--- config.mk ---
export PLATFORM = sky130hd
export DESIGN_NAME = aud_dsp_player
export DESIGN_NICKNAME = d
export VERILOG_FILES = /design/src/rtl/aud_dsp_player.sv
export SDC_FILE = /design/constraint.sdc
export NUM_CORES = 1
export LEC_CHECK = 0
export ABC_AREA = 1
export BUFFER_PORTS_ARGS = -buffer_cell sky130_fd_sc_hd__buf_2
export CAP_MARGIN = 10
export CORE_ASPECT_RATIO = 0.6
export CORE_MARGIN = 1
export CORE_UTILIZATION = 35
export DETAILED_ROUTE_END_ITERATION = 7
export GPL_ROUTABILITY_DRIVEN = 0
export RECOVER_POWER = 100
export SYNTH_ARGS = -nofsm -noshare
export SYNTH_HDL_FRONTEND = slang
export SYNTH_SLANG_ARGS = --single-unit
--- constraint.sdc ---
create_clock -name i_clk -period 60.3 [get_ports i_clk]
set_input_delay 12.06 -clock i_clk [delete_from_list [all_inputs] [get_ports i_clk]]
set_output_delay 12.06 -clock i_clk [all_outputs]
set_load 0.005 [all_outputs]
--- src/rtl/aud_dsp_player.sv ---
// Playback engine: steps through an SRAM address window once per DAC frame,
// with normal/fast/slow-hold/slow-linear modes in either direction.
module aud_dsp_player #(
    parameter int unsigned DATA_W  = 16,
    parameter int unsigned ADDR_W  = 20,
    parameter int unsigned SPEED_W = 3
) (
    input  logic                i_clk,
    input  logic                i_rst_n,
    input  logic                i_start,
    input  logic                i_pause,
    input  logic                i_stop,
    input  logic [1:0]          i_mode,
    input  logic                i_reverse,
    input  logic [SPEED_W-1:0]  i_speed,
    input  logic                i_daclrck,
    input  logic [DATA_W-1:0]   i_sram_data,
    input  logic [ADDR_W-1:0]   i_start_addr,
    input  logic [ADDR_W-1:0]   i_stop_addr,
    output logic [DATA_W-1:0]   o_dac_data,
    output logic [ADDR_W-1:0]   o_sram_addr,
    output logic                o_fin,
    output logic [1:0]          o_state
);

    typedef enum logic [1:0] {
        IDLE  = 2'd0,
        PLAY  = 2'd1,
        PAUSE = 2'd2
    } state_t;

    localparam int unsigned IW = DATA_W + SPEED_W + 2;

    state_t                    state_q, state_d;
    logic [ADDR_W-1:0]         addr_q, addr_d;
    logic [SPEED_W-1:0]        k_q, k_d;
    logic signed [DATA_W-1:0]  prev_q, prev_d;
    logic [DATA_W-1:0]         dac_q, dac_d;
    logic                      fin_q, fin_d;
    logic                      lrck_q;
    logic [1:0]                mode_q;

    logic                      tick;
    logic [SPEED_W:0]          n_val;
    logic [SPEED_W-1:0]        k_eff;
    logic [SPEED_W:0]          k_inc;
    logic                      do_step;
    logic [ADDR_W:0]           step_amt;
    logic [ADDR_W:0]           fwd_nxt;
    logic [ADDR_W:0]           rev_nxt;
    logic                      out_of_win;
    logic [ADDR_W-1:0]         nxt_addr;
    logic signed [IW-1:0]      w_n, w_k, num, quo;
    logic [DATA_W-1:0]         sample_val;

    assign tick    = lrck_q & ~i_daclrck;
    assign n_val   = {1'b0, i_speed} + (SPEED_W+1)'(1);
    // A mode change restarts the slow-mode phase counter
    assign k_eff   = (i_mode != mode_q) ? '0 : k_q;
    assign k_inc   = {1'b0, k_eff} + (SPEED_W+1)'(1);
    assign do_step = ~i_mode[1] | (k_inc == n_val);

    assign step_amt = (i_mode == 2'b01) ? (ADDR_W+1)'(n_val) : (ADDR_W+1)'(1);
    assign fwd_nxt  = {1'b0, addr_q} + step_amt;
    assign rev_nxt  = {1'b0, addr_q} - step_amt;
    // Extra MSB catches both overflow past the top and underflow below zero
    assign out_of_win = i_reverse ? (rev_nxt[ADDR_W] | (rev_nxt[ADDR_W-1:0] < i_start_addr))
                                  : (fwd_nxt > {1'b0, i_stop_addr});
    assign nxt_addr = i_reverse ? rev_nxt[ADDR_W-1:0] : fwd_nxt[ADDR_W-1:0];

    assign w_n = $signed(IW'(n_val));
    assign w_k = $signed(IW'(k_eff));
    assign num = IW'(prev_q) * (w_n - w_k) + IW'($signed(i_sram_data)) * w_k;
    assign quo = num / w_n;
    assign sample_val = (i_mode == 2'b11) ? DATA_W'(quo) : i_sram_data;

    always_comb begin
        state_d = state_q;
        addr_d  = addr_q;
        k_d     = k_q;
        prev_d  = prev_q;
        fin_d   = 1'b0;
        dac_d   = '0;
        case (state_q)
            IDLE: begin
                if (!i_stop && !i_pause && i_start) begin
                    state_d = PLAY;
                    addr_d  = i_reverse ? i_stop_addr : i_start_addr;
                    k_d     = '0;
                    prev_d  = '0;
                end
            end
            PLAY: begin
                if (i_stop) begin
                    state_d = IDLE;
                    addr_d  = '0;
                    k_d     = '0;
                    prev_d  = '0;
                    fin_d   = 1'b1;
                end else if (i_pause) begin
                    state_d = PAUSE;
                end else begin
                    dac_d = sample_val;
                    k_d   = k_eff;
                    if (tick) begin
                        if (!do_step) begin
                            k_d = k_inc[SPEED_W-1:0];
                        end else if (out_of_win) begin
                            state_d = IDLE;
                            addr_d  = '0;
                            k_d     = '0;
                            prev_d  = '0;
                            fin_d   = 1'b1;
                            dac_d   = '0;
                        end else begin
                            addr_d = nxt_addr;
                            k_d    = '0;
                            if (i_mode == 2'b11)
                                prev_d = $signed(i_sram_data);
                        end
                    end
                end
            end
            PAUSE: begin
                if (i_stop) begin
                    state_d = IDLE;
                    addr_d  = '0;
                    k_d     = '0;
                    prev_d  = '0;
                    fin_d   = 1'b1;
                end else if (!i_pause && i_start) begin
                    state_d = PLAY;
                end
            end
            default: state_d = IDLE;
        endcase
    end

    always_ff @(posedge i_clk or negedge i_rst_n) begin
        if (!i_rst_n) begin
            state_q <= IDLE;
            addr_q  <= '0;
            k_q     <= '0;
            prev_q  <= '0;
            dac_q   <= '0;
            fin_q   <= 1'b0;
            lrck_q  <= 1'b0;
            mode_q  <= '0;
        end else begin
            state_q <= state_d;
            addr_q  <= addr_d;
            k_q     <= k_d;
            prev_q  <= prev_d;
            dac_q   <= dac_d;
            fin_q   <= fin_d;
            lrck_q  <= i_daclrck;
            mode_q  <= i_mode;
        end
    end

    assign o_dac_data  = dac_q;
    assign o_sram_addr = addr_q;
    assign o_fin       = fin_q;
    assign o_state     = state_q;

endmodule

After elaboration in Yosys (flattened, before gate mapping)
Cells that the tools add are included.
{"block": "word_totals", "regBits": 61, "inputBits": 68, "output_inout_bits": 39, "word_cells": 103}
{"block": "classes", "n_addsub": 6, "mul": 2, "div_mod_pow": 1, "order_cmp": 2, "n_eq_ne": 16, "n_mux": 52, "n_bitwise": 5, "reduce_logical": 11}
{"operator": "$mux 16", "n": 15}
{"operator": "$mux 20", "n": 9}
{"operator": "$pmux 20 s3", "n": 1}
{"operator": "$pmux 16 s3", "n": 1}
{"operator": "$add 20x4->21", "n": 1}
{"operator": "$add 21x20->21", "n": 1}
{"operator": "$div 21x5->21", "n": 1}
{"operator": "$gt 21x20->1", "n": 1}
{"operator": "$mul 16x5->21", "n": 1}
{"operator": "$mux 3", "n": 7}
{"operator": "$sub 20x4->21", "n": 1}
{"operator": "$lt 20x20->1", "n": 1}
{"operator": "$mul 16x4->20", "n": 1}
{"operator": "$mux 2", "n": 8}
{"operator": "$ne 4x4->1 const B", "n": 4}
{"operator": "$ne 3x3->1 const B", "n": 4}
{"operator": "$pmux 3 s3", "n": 1}
{"operator": "$add 3x1->4 const B", "n": 2}
{"operator": "$mux 1", "n": 7}
{"operator": "$reduce_and 7->1", "n": 1}
{"operator": "$pmux 2 s3", "n": 1}
{"operator": "$reduce_and 6->1", "n": 1}
{"operator": "$reduce_and 5->1", "n": 1}
{"operator": "$sub 4x3->5", "n": 1}
{"operator": "15 further kinds", "n": 23}

Longest topological paths before layout
Gate-level depths: netlist of the first run.
{"block": "logic_depth", "word_depth": 13, "depth_mapped": 275, "ltp_nobuf": 264}

Worst setup path after synthesis of the first run
OpenSTA, ideal clock, no wires.
{"block": "synth_timing", "path_type": "input to register", "start": "in i_mode[0]", "end": "reg dac_q[14] (netlist: o_dac_data[14])", "setup_ns": 0.120, "arrival_time_ns": 50.125, "slack_ns": 10.055, "cell_stages": 261, "path_buffers": 12, "cell_sequence": "xnor2_1 > nand2_1 > nor2_1 > clkinv_1 > buf_1 > ha_1 > inv_1 > nor2_1 > nor3_1 > nand2_1 > fa_1 > inv_1 > fa_1 > fa_1 > inv_1 > fa_1 > fa_1 > inv_1 > [225 not listed] > ha_1 > a21oi_1 > o21ai_0 > a21oi_1 > nand3_1 > nor2_2 > nand3_2 > nor2_4 > ha_1 > nand3_1 > o31ai_1 > o21ai_0 > inv_1 > o21ai_0 > a21oi_1 > o21ai_0 > o211ai_1 > inv_1"}
{"block": "synth_via", "elab_chain_cells": 13, "elab_cells_between_ends": 26, "classes_between": "add/sub: 5; mul: 2; div: 1; order compare: 2; eq/ne: 4; mux: 10; bitwise: 2"}
{"element": "from (decl)", "line_no": "13", "text": "input logic [1:0] i_mode,"}
{"element": "$ne 2x2->1", "line_no": "59", "text": "assign k_eff = (i_mode != mode_q) ? '0 : k_q;"}
{"element": "$mux 3", "line_no": "59"}
{"element": "$sub 4x3->5", "line_no": "73", "text": "assign num = IW'(prev_q) * (w_n - w_k) + IW'($signed(i_sram_data)) * w_k;"}
{"element": "$mul 16x5->21", "line_no": "73"}
{"element": "$add 21x20->21", "line_no": "73"}
{"element": "$div 21x5->21", "line_no": "74", "text": "assign quo = num / w_n;"}
{"element": "$mux 16", "line_no": "75", "text": "assign sample_val = (i_mode == 2'b11) ? DATA_W'(quo) : i_sram_data;"}
{"element": "$mux 16", "line_no": "108", "text": "end else if (out_of_win) begin"}
{"element": "$mux 16", "line_no": "106", "text": "if (!do_step) begin"}
{"element": "$mux 16 (*)", "line_no": "105", "text": "if (tick) begin"}
{"element": "$mux 16 (*)", "line_no": "100", "text": "end else if (i_pause) begin"}
{"element": "$mux 16 (*)", "line_no": "94", "text": "if (i_stop) begin"}
{"element": "$mux 16 (*)", "line_no": "84", "text": "case (state_q)"}
{"element": "via dac_d[14]", "line_no": "38", "text": "logic [DATA_W-1:0] dac_q, dac_d;"}
{"element": "to (signal assigned)", "line_no": "145", "text": "dac_q <= '0;"}
{"element": "to (signal assigned)", "line_no": "154", "text": "dac_q <= dac_d;"}
{"element": "to (decl)", "line_no": "38"}
Mark *: on every way through the listed nets, which the timed path passes. The rest lies on a longest branch.
A chain may end at the register's enable or synchronous reset.

Worst setup path in the final report of the first run
Same ends and word-level chain as after synthesis.

==> results of run 1 <==
[worst max-delay path: cells and delay by family]
family,cells,cell delay (ns)
buf+inv,45,4.51
simple gates,109,17.04
compound gates,70,11.84
xor+xnor,1,0.26
fa+ha+maj,29,9.95
[logic make-up (layout without fill, tap and decap cells)]
family          Yosys count  in the layout  share of synthesized area (%)
simple gates           1615           1615                          39.07
xor+xnor                104            104                          4.752
flops                    61             61                          7.963
fa+ha+maj               303            303                          23.81
buf+inv                 611            700                          12.52
other cells               0              1                              0
compound gates          402            402                          11.89
[worst max-delay path by stage]
| stage | slack [ns] | from | cells after the start | endpoint |
|---|---|---|---|---|
| 2_1_floorplan | 10.05 | i_mode[0] | 261 | o_dac_data[14] |
| 3_3_place_gp | 5.02 | i_mode[0] | 247 | o_dac_data[14] |
| 3_5_place_dp | 3.59 | i_mode[0] | 244 | o_dac_data[14] |
| 5_1_grt | -0.11 | i_mode[0] | 250 | o_dac_data[14] |
| 6_report | 4.80 | i_mode[0] | 254 | o_dac_data[14] |
| 4_1_cts | 3.85 | i_mode[0] | 244 | o_dac_data[14] |
[layer usage]
layer	vias to the layer above	global-route usage (%)
met1	8877	37.41
li1	10100	-
met2	732	28.22
met3	41	3.235
met5	-	0
met4	2	3.289
[registers in the layout, indices dropped and copies added, names as in the netlist]
register,flops
lrck_q,1
o_state,2
o_dac_data,16
mode_q,2
o_sram_addr,20
prev_q,16
o_fin,1
k_q,3
[timing repair]
| item | in CTS | in global routing |
|---|---|---|
| resized for setup | 0 | 14 |
| endpoints found under the setup margin | 0 | 15 |
| hold buffers | 0 | 0 |
| setup buffers | 0 | 5 |
[synth_stat cells, drive strengths merged]
| library cell | instances |
|---|---|
| clkinv | 13 |
| nor3 | 40 |
| a21o | 7 |
| o21ai | 197 |
| a21oi | 122 |
| ha | 200 |
| o22ai | 1 |
| a31oi | 6 |
| o21a | 6 |
| nor4 | 5 |
| and2 | 6 |
| a21boi | 2 |
| clkbuf | 29 |
| xnor2 | 24 |
| nand3 | 263 |
| or3 | 3 |
| dfrtp | 61 |
| o21bai | 10 |
| a211oi | 4 |
| inv | 549 |
| fa | 103 |
| o211a | 1 |
| o2111ai | 15 |
| buf | 20 |
| xor2 | 80 |
| or2 | 16 |
| nor3b | 1 |
| nand4 | 72 |
| a221oi | 1 |
| o32ai | 2 |
| nand3b | 17 |
| nor2 | 328 |
| nand2 | 864 |
| o221ai | 4 |
| o31ai | 12 |
| o211ai | 12 |
[final cells by class]
type                       count  share of cell area (%)
multi-input combinational   2424                   73.69
clock inverter                 7                  0.3017
antenna                        1                 0.01207
tap                          714                   4.308
timing repair buffer         122                   2.975
clock buffer                   9                   1.086
inverter                     562                   10.27
sequential                    61                   7.361
[placed cells by master (no fill, tap or decap), types with 11 or more instances in the layout]
| master | count |
|---|---|
| o21ai_0 | 160 |
| clkbuf_1 | 25 |
| fa_1 | 103 |
| nand2_4 | 11 |
| o211ai_1 | 12 |
| or2_2 | 13 |
| o2111ai_1 | 15 |
| nor2_2 | 21 |
| nor3_1 | 37 |
| nor2_1 | 285 |
| nand3_1 | 224 |
| xor2_1 | 80 |
| nand3b_1 | 17 |
| dfrtp_1 | 61 |
| nand2_2 | 52 |
| inv_1 | 516 |
| a21oi_1 | 120 |
| nand2_1 | 801 |
| nor2_4 | 21 |
| buf_2 | 82 |
| nand4_1 | 67 |
| buf_4 | 15 |
| nand3_2 | 32 |
| o21ai_1 | 30 |
| inv_2 | 31 |
| xnor2_1 | 24 |
| ha_1 | 200 |
[metrics by stage]
stage               TNS [ns]  setup WS [ns]  area [um2]  utilization [%]  std cells
CTS                        0          3.848       20670            38.22       3893
global route         -0.1117        -0.1117       20740            38.34       3900
finish                     0          4.798       20740            38.34       3900
floorplan                  0          10.05       19170                -       3096
detailed placement         0          3.591       20380            37.69       3877
global placement           0          5.023       20380            37.69       3877
==> flow_summary_export.csv, run 1 <==
group,metric,value,unit
clocking,cts_root_buf,"clkbuf_16",
final_layout,nFillCells,5895,
clocking,cts_inserted_buffers,9,
routing,via_per_inst,5.065,
floorplanning,pin_count,107,
sta,hold_viol,0,
final_layout,area_growth,8.178,%
setup_path,r2r-end,"o_dac_data[14]",
grt,antenna_found_initial,2,
grt,overflow,0,
final_layout,nets,3551,
final_layout,seq_area,1526,um2
clocking,cts_sinks,61,
grt,grt_pass1_vias,17450,
synth,ys_seq_elements,61,
grt,grtUsageTotal,22.11,%
setup_path,criticalPathCategory,"input port to flip-flop",
floorplanning,initial_core_util,35.44,%
setup_path,crit_required,60.55,ns
routing,wl_met1,33.45,mm
routing,drcViolationCount,0,
synth,syn_area_per_cell,6.192,um2
sta,relSlewSlack,-156.9,%
routing,wl_met3,5.366,mm
setup_path,crit_top_cell,"inv_1",
floorplanning,die_w,304.1,um
floorplanning,fp-row-count,66,
synth,synth_top_area_share,15.70,%
run_status,status,"finished, violations left",
synth,yosys_warnings,0,
clocking,clockBufferDepth,2,
routing,vias,19760,
setup_path,r2r_setup_slack,16.23,ns
worst_hold_path,hp-class,"flip-flop to flip-flop",
place,io_buffers,106,
synth,synth_cells,3096,
floorplanning,die_area,55740,um2
place,hpwl,51.69,mm
run_status,violations,"max-capacitance violations, max-slew violations",
grt,grt_pass1_wl,98.81,mm
sta,fin_skew,0.009703,ns
clocking,cts-htree-levels,3,
routing,drt_iter0_markers,2082,
routing,wl_per_cell,15.67,um
routing,wl_met2,21.56,mm
clocking,cts_tree,"yes",
sta,setup_viol,0,
synth,yosysTopAreaCell,"nand2_1",
synth,ys_types,61,
clocking,clk_latency,0.37,ns
setup_path,slowest_delay,0.55,ns
routing,drtAntennaViolNets,0,
worst_hold_path,min_from,"o_sram_addr[3]",
sta,holdWs,0.5575,ns
setup_path,crit_path_top_delay_cell,"fa_1",
final_layout,multi_input_area,15280,um2
setup_path,r2r_start,"mode_q[0]",
sta,fin_crit_sh,92.04,%
worst_hold_path,worstHoldPathCells,1,
setup_path,arrival,55.75,ns
routing,top_layer_used,"met5",
job,max-cap-violations,1,
routing,drt_pass1_iterations,7,
routing,wirelength,61.12,mm
synth,synth.area.top_cells,"nand2_1 (16%), ha_1 (13%), fa_1 (11%)",
sta,fmaxAchievable,0.01802,GHz
setup_path,start_kind,"input port",
synth,ys_seq_area_share,7.963,%
grt,grt_max_degree,62,
sta,worst_pin_slew,3.853,ns
floorplanning,die_y,183.3,um
worst_hold_path,hold_end,"o_sram_addr[3]",
final_layout,drive_gt1_share,10.33,%
sta,post-route-min-period,55.50,ns
setup_path,crit_fanout,27,
setup_path,ff2ff_path_depth,253,
setup_path,crit_path_end_kind,"flip-flop",
clocking,clkTransAtPathRegs,0.06,ns
synth,synth_area,19170,um2
sta,drv_slew,62,
floorplanning,coreArea,54090,um2
synth,synth_nets,3467,
Power of run 1 is left out: the tool's default activity adds up to more than one toggle a clock period on the data nets, which glitch-free logic cannot reach.
==> run 2, diff against run 1 <==
--- a/config.mk
+++ b/config.mk
@@ -8,11 +8,14 @@
 export ABC_AREA = 1
 export BUFFER_PORTS_ARGS = -buffer_cell sky130_fd_sc_hd__buf_2
 export CAP_MARGIN = 10
+export CELL_PAD_IN_SITES_DETAIL_PLACEMENT = 0
+export CELL_PAD_IN_SITES_GLOBAL_PLACEMENT = 1
 export CORE_ASPECT_RATIO = 0.6
 export CORE_MARGIN = 1
 export CORE_UTILIZATION = 35
 export DETAILED_ROUTE_END_ITERATION = 7
 export GPL_ROUTABILITY_DRIVEN = 0
+export PLACE_DENSITY_LB_ADDON = 0.1
 export RECOVER_POWER = 100
 export SYNTH_ARGS = -nofsm -noshare
 export SYNTH_HDL_FRONTEND = slang
==> flow_summary_export.csv, run 2 (synthesized netlist as in run 1, its figures left out) <==
group,metric,value,unit
setup_path,criticalPathCategory,"input port to flip-flop",
grt,grt_max_degree,62,
final_layout,nFillCells,5872,
floorplanning,pin_count,107,
sta,setup_viol,0,
sta,rsz0062_at_grt,"false",
clocking,cts_sinks,61,
setup_path,path_buf_inv,43,
worst_hold_path,hp-class,"flip-flop to flip-flop",
sta,post-route-min-period,55.52,ns
run_status,status,"finished, violations left",
setup_path,slowest_delay,0.57,ns
final_layout,multi_input_area,15290,um2
floorplanning,fp-row-count,66,
place,io_buffers,106,
setup_path,arrival,55.79,ns
grt,antenna_found_initial,2,
clocking,cts_root_buf,"clkbuf_16",
grt,grt_pass1_vias,18490,
grt,overflow,0,
setup_path,crit_top_cell,"inv_1",
grt,grtUsageMet2,33.62,%
routing,vias,19850,
final_layout,area_growth,8.257,%
clocking,cts_tree,"yes",
sta,worst_pin_slew,4.059,ns
sta,drv_slew,82,
clocking,clkTransAtPathRegs,0.08,ns
setup_path,crit_required,60.57,ns
floorplanning,coreArea,54090,um2
place,hpwl,56.32,mm
sta,setup-tns-final,0,ns
setup_path,start_kind,"input port",
routing,drcViolationCount,0,
job,max-cap-violations,2,
routing,drt_iter0_markers,1620,
grt,grt_pass1_wl,106.0,mm
sta,fin_crit_sh,92.07,%
floorplanning,die_area,55740,um2
final_layout,drive_gt1_share,10.29,%
floorplanning,die_y,183.3,um
clocking,hold_buffers,0,
routing,wl_per_cell,17.25,um
final_layout,final_common_cell,"nand2_1",
sta,fmaxAchievable,0.01801,GHz
setup_path,crit_family,"simple AND/OR/NAND/NOR gates",
grt,grtUsageTotal,24.23,%
setup_path,crit_path_top_delay_cell,"fa_1",
routing,drt_pass1_iterations,5,
routing,wirelength,67.31,mm
sta,fin_skew,0.02374,ns
final_layout,mostFrequentLayoutCells,"nand2_1 (800), inv_1 (518), nor2_1 (284)",
final_layout,largest_reg_flops,20,
grt,global_route.usage.met1,39.62,%
clocking,cts_inserted_buffers,9,
grt,use_met3,2.831,%
clocking,cts-htree-levels,3,
final_layout,seq_area,1526,um2
clocking,clk_latency,0.37,ns
routing,drtAntennaViolNets,0,
final_layout,n_antenna_cell,0,
clocking,clockBufferDepth,2,
grt,global_route.peak_usage_layer,"met1",
sta,relSlewSlack,-170.6,%
floorplanning,die_w,304.1,um
floorplanning,initial_core_util,35.44,%
final_layout,nets,3554,
setup_path,crit_path_end_kind,"flip-flop",
setup_path,crit_fanout,27,
run_status,violations,"max-capacitance violations, max-slew violations",
routing,via_per_inst,5.086,
sta,hold_viol,0,
[run 2: metrics by stage]
| step | instances | setup slack, ns | util (%) | hold WS (ns) | area, um2 |
|---|---|---|---|---|---|
| 2_1_floorplan | 3096 | 10.05 | - | 0.4753 | 19170 |
| 3_3_place_gp | 3878 | 4.267 | 37.71 | 0.5388 | 20390 |
| 3_5_place_dp | 3878 | 2.602 | 37.71 | 0.5306 | 20390 |
| 4_1_cts | 3894 | 2.867 | 38.24 | 0.5467 | 20680 |
| 5_1_grt | 3902 | 0.04169 | 38.37 | 0.5928 | 20750 |
| 6_report | 3902 | 4.782 | 38.37 | 0.5547 | 20750 |
[run 2: worst reg2reg max path, delay by kind of cell (launching register included)]
family | cells | cell delay (ns)
and+or+nand+nor | 113 | 17.36
AOI/OAI and AO/OA | 69 | 11.63
adders and majority gates | 29 | 10.04
buffers and inverters | 42 | 4.22
DFF | 1 | 0.39
xor gates and xnor gates | 1 | 0.22
[run 2: layer usage]
metal	up-vias	routed length, um
li1	10100	-
met1	9200	37440
met2	516	25720
met3	35	3711
met4	0	429
met5	-	0
[run 2: worst paths after layout]
path,start,to,slack (ns),cells past startpoint
max in group asynchronous,i_rst_n,o_sram_addr[14],44.91,1
min in group asynchronous,i_rst_n,o_dac_data[10],13.10,1
setup / recovery,i_mode[1],o_dac_data[14],4.78,255
hold / removal,k_q[0],k_q[0],0.55,2
hold reg to reg,k_q[0],k_q[0],0.55,2
setup reg to reg,mode_q[1],o_dac_data[14],16.23,254
[run 2: final cells by class]
cell class	count	share of cell area, %
repair buffers	124	3.033
clock buffers	9	1.085
inverters	562	10.23
well taps	714	4.305
clock inverters	7	0.3015
flip-flops and latches	61	7.356
multi-input cells	2425	73.69
[run 2: timing repair]
action	4_1_cts	5_1_grt
endpoints found under the hold margin	0	0
endpoints found under the setup margin	0	16
setup buffers	0	6
gates resized for setup	0	14
Power of run 2 is left out for the same reason.
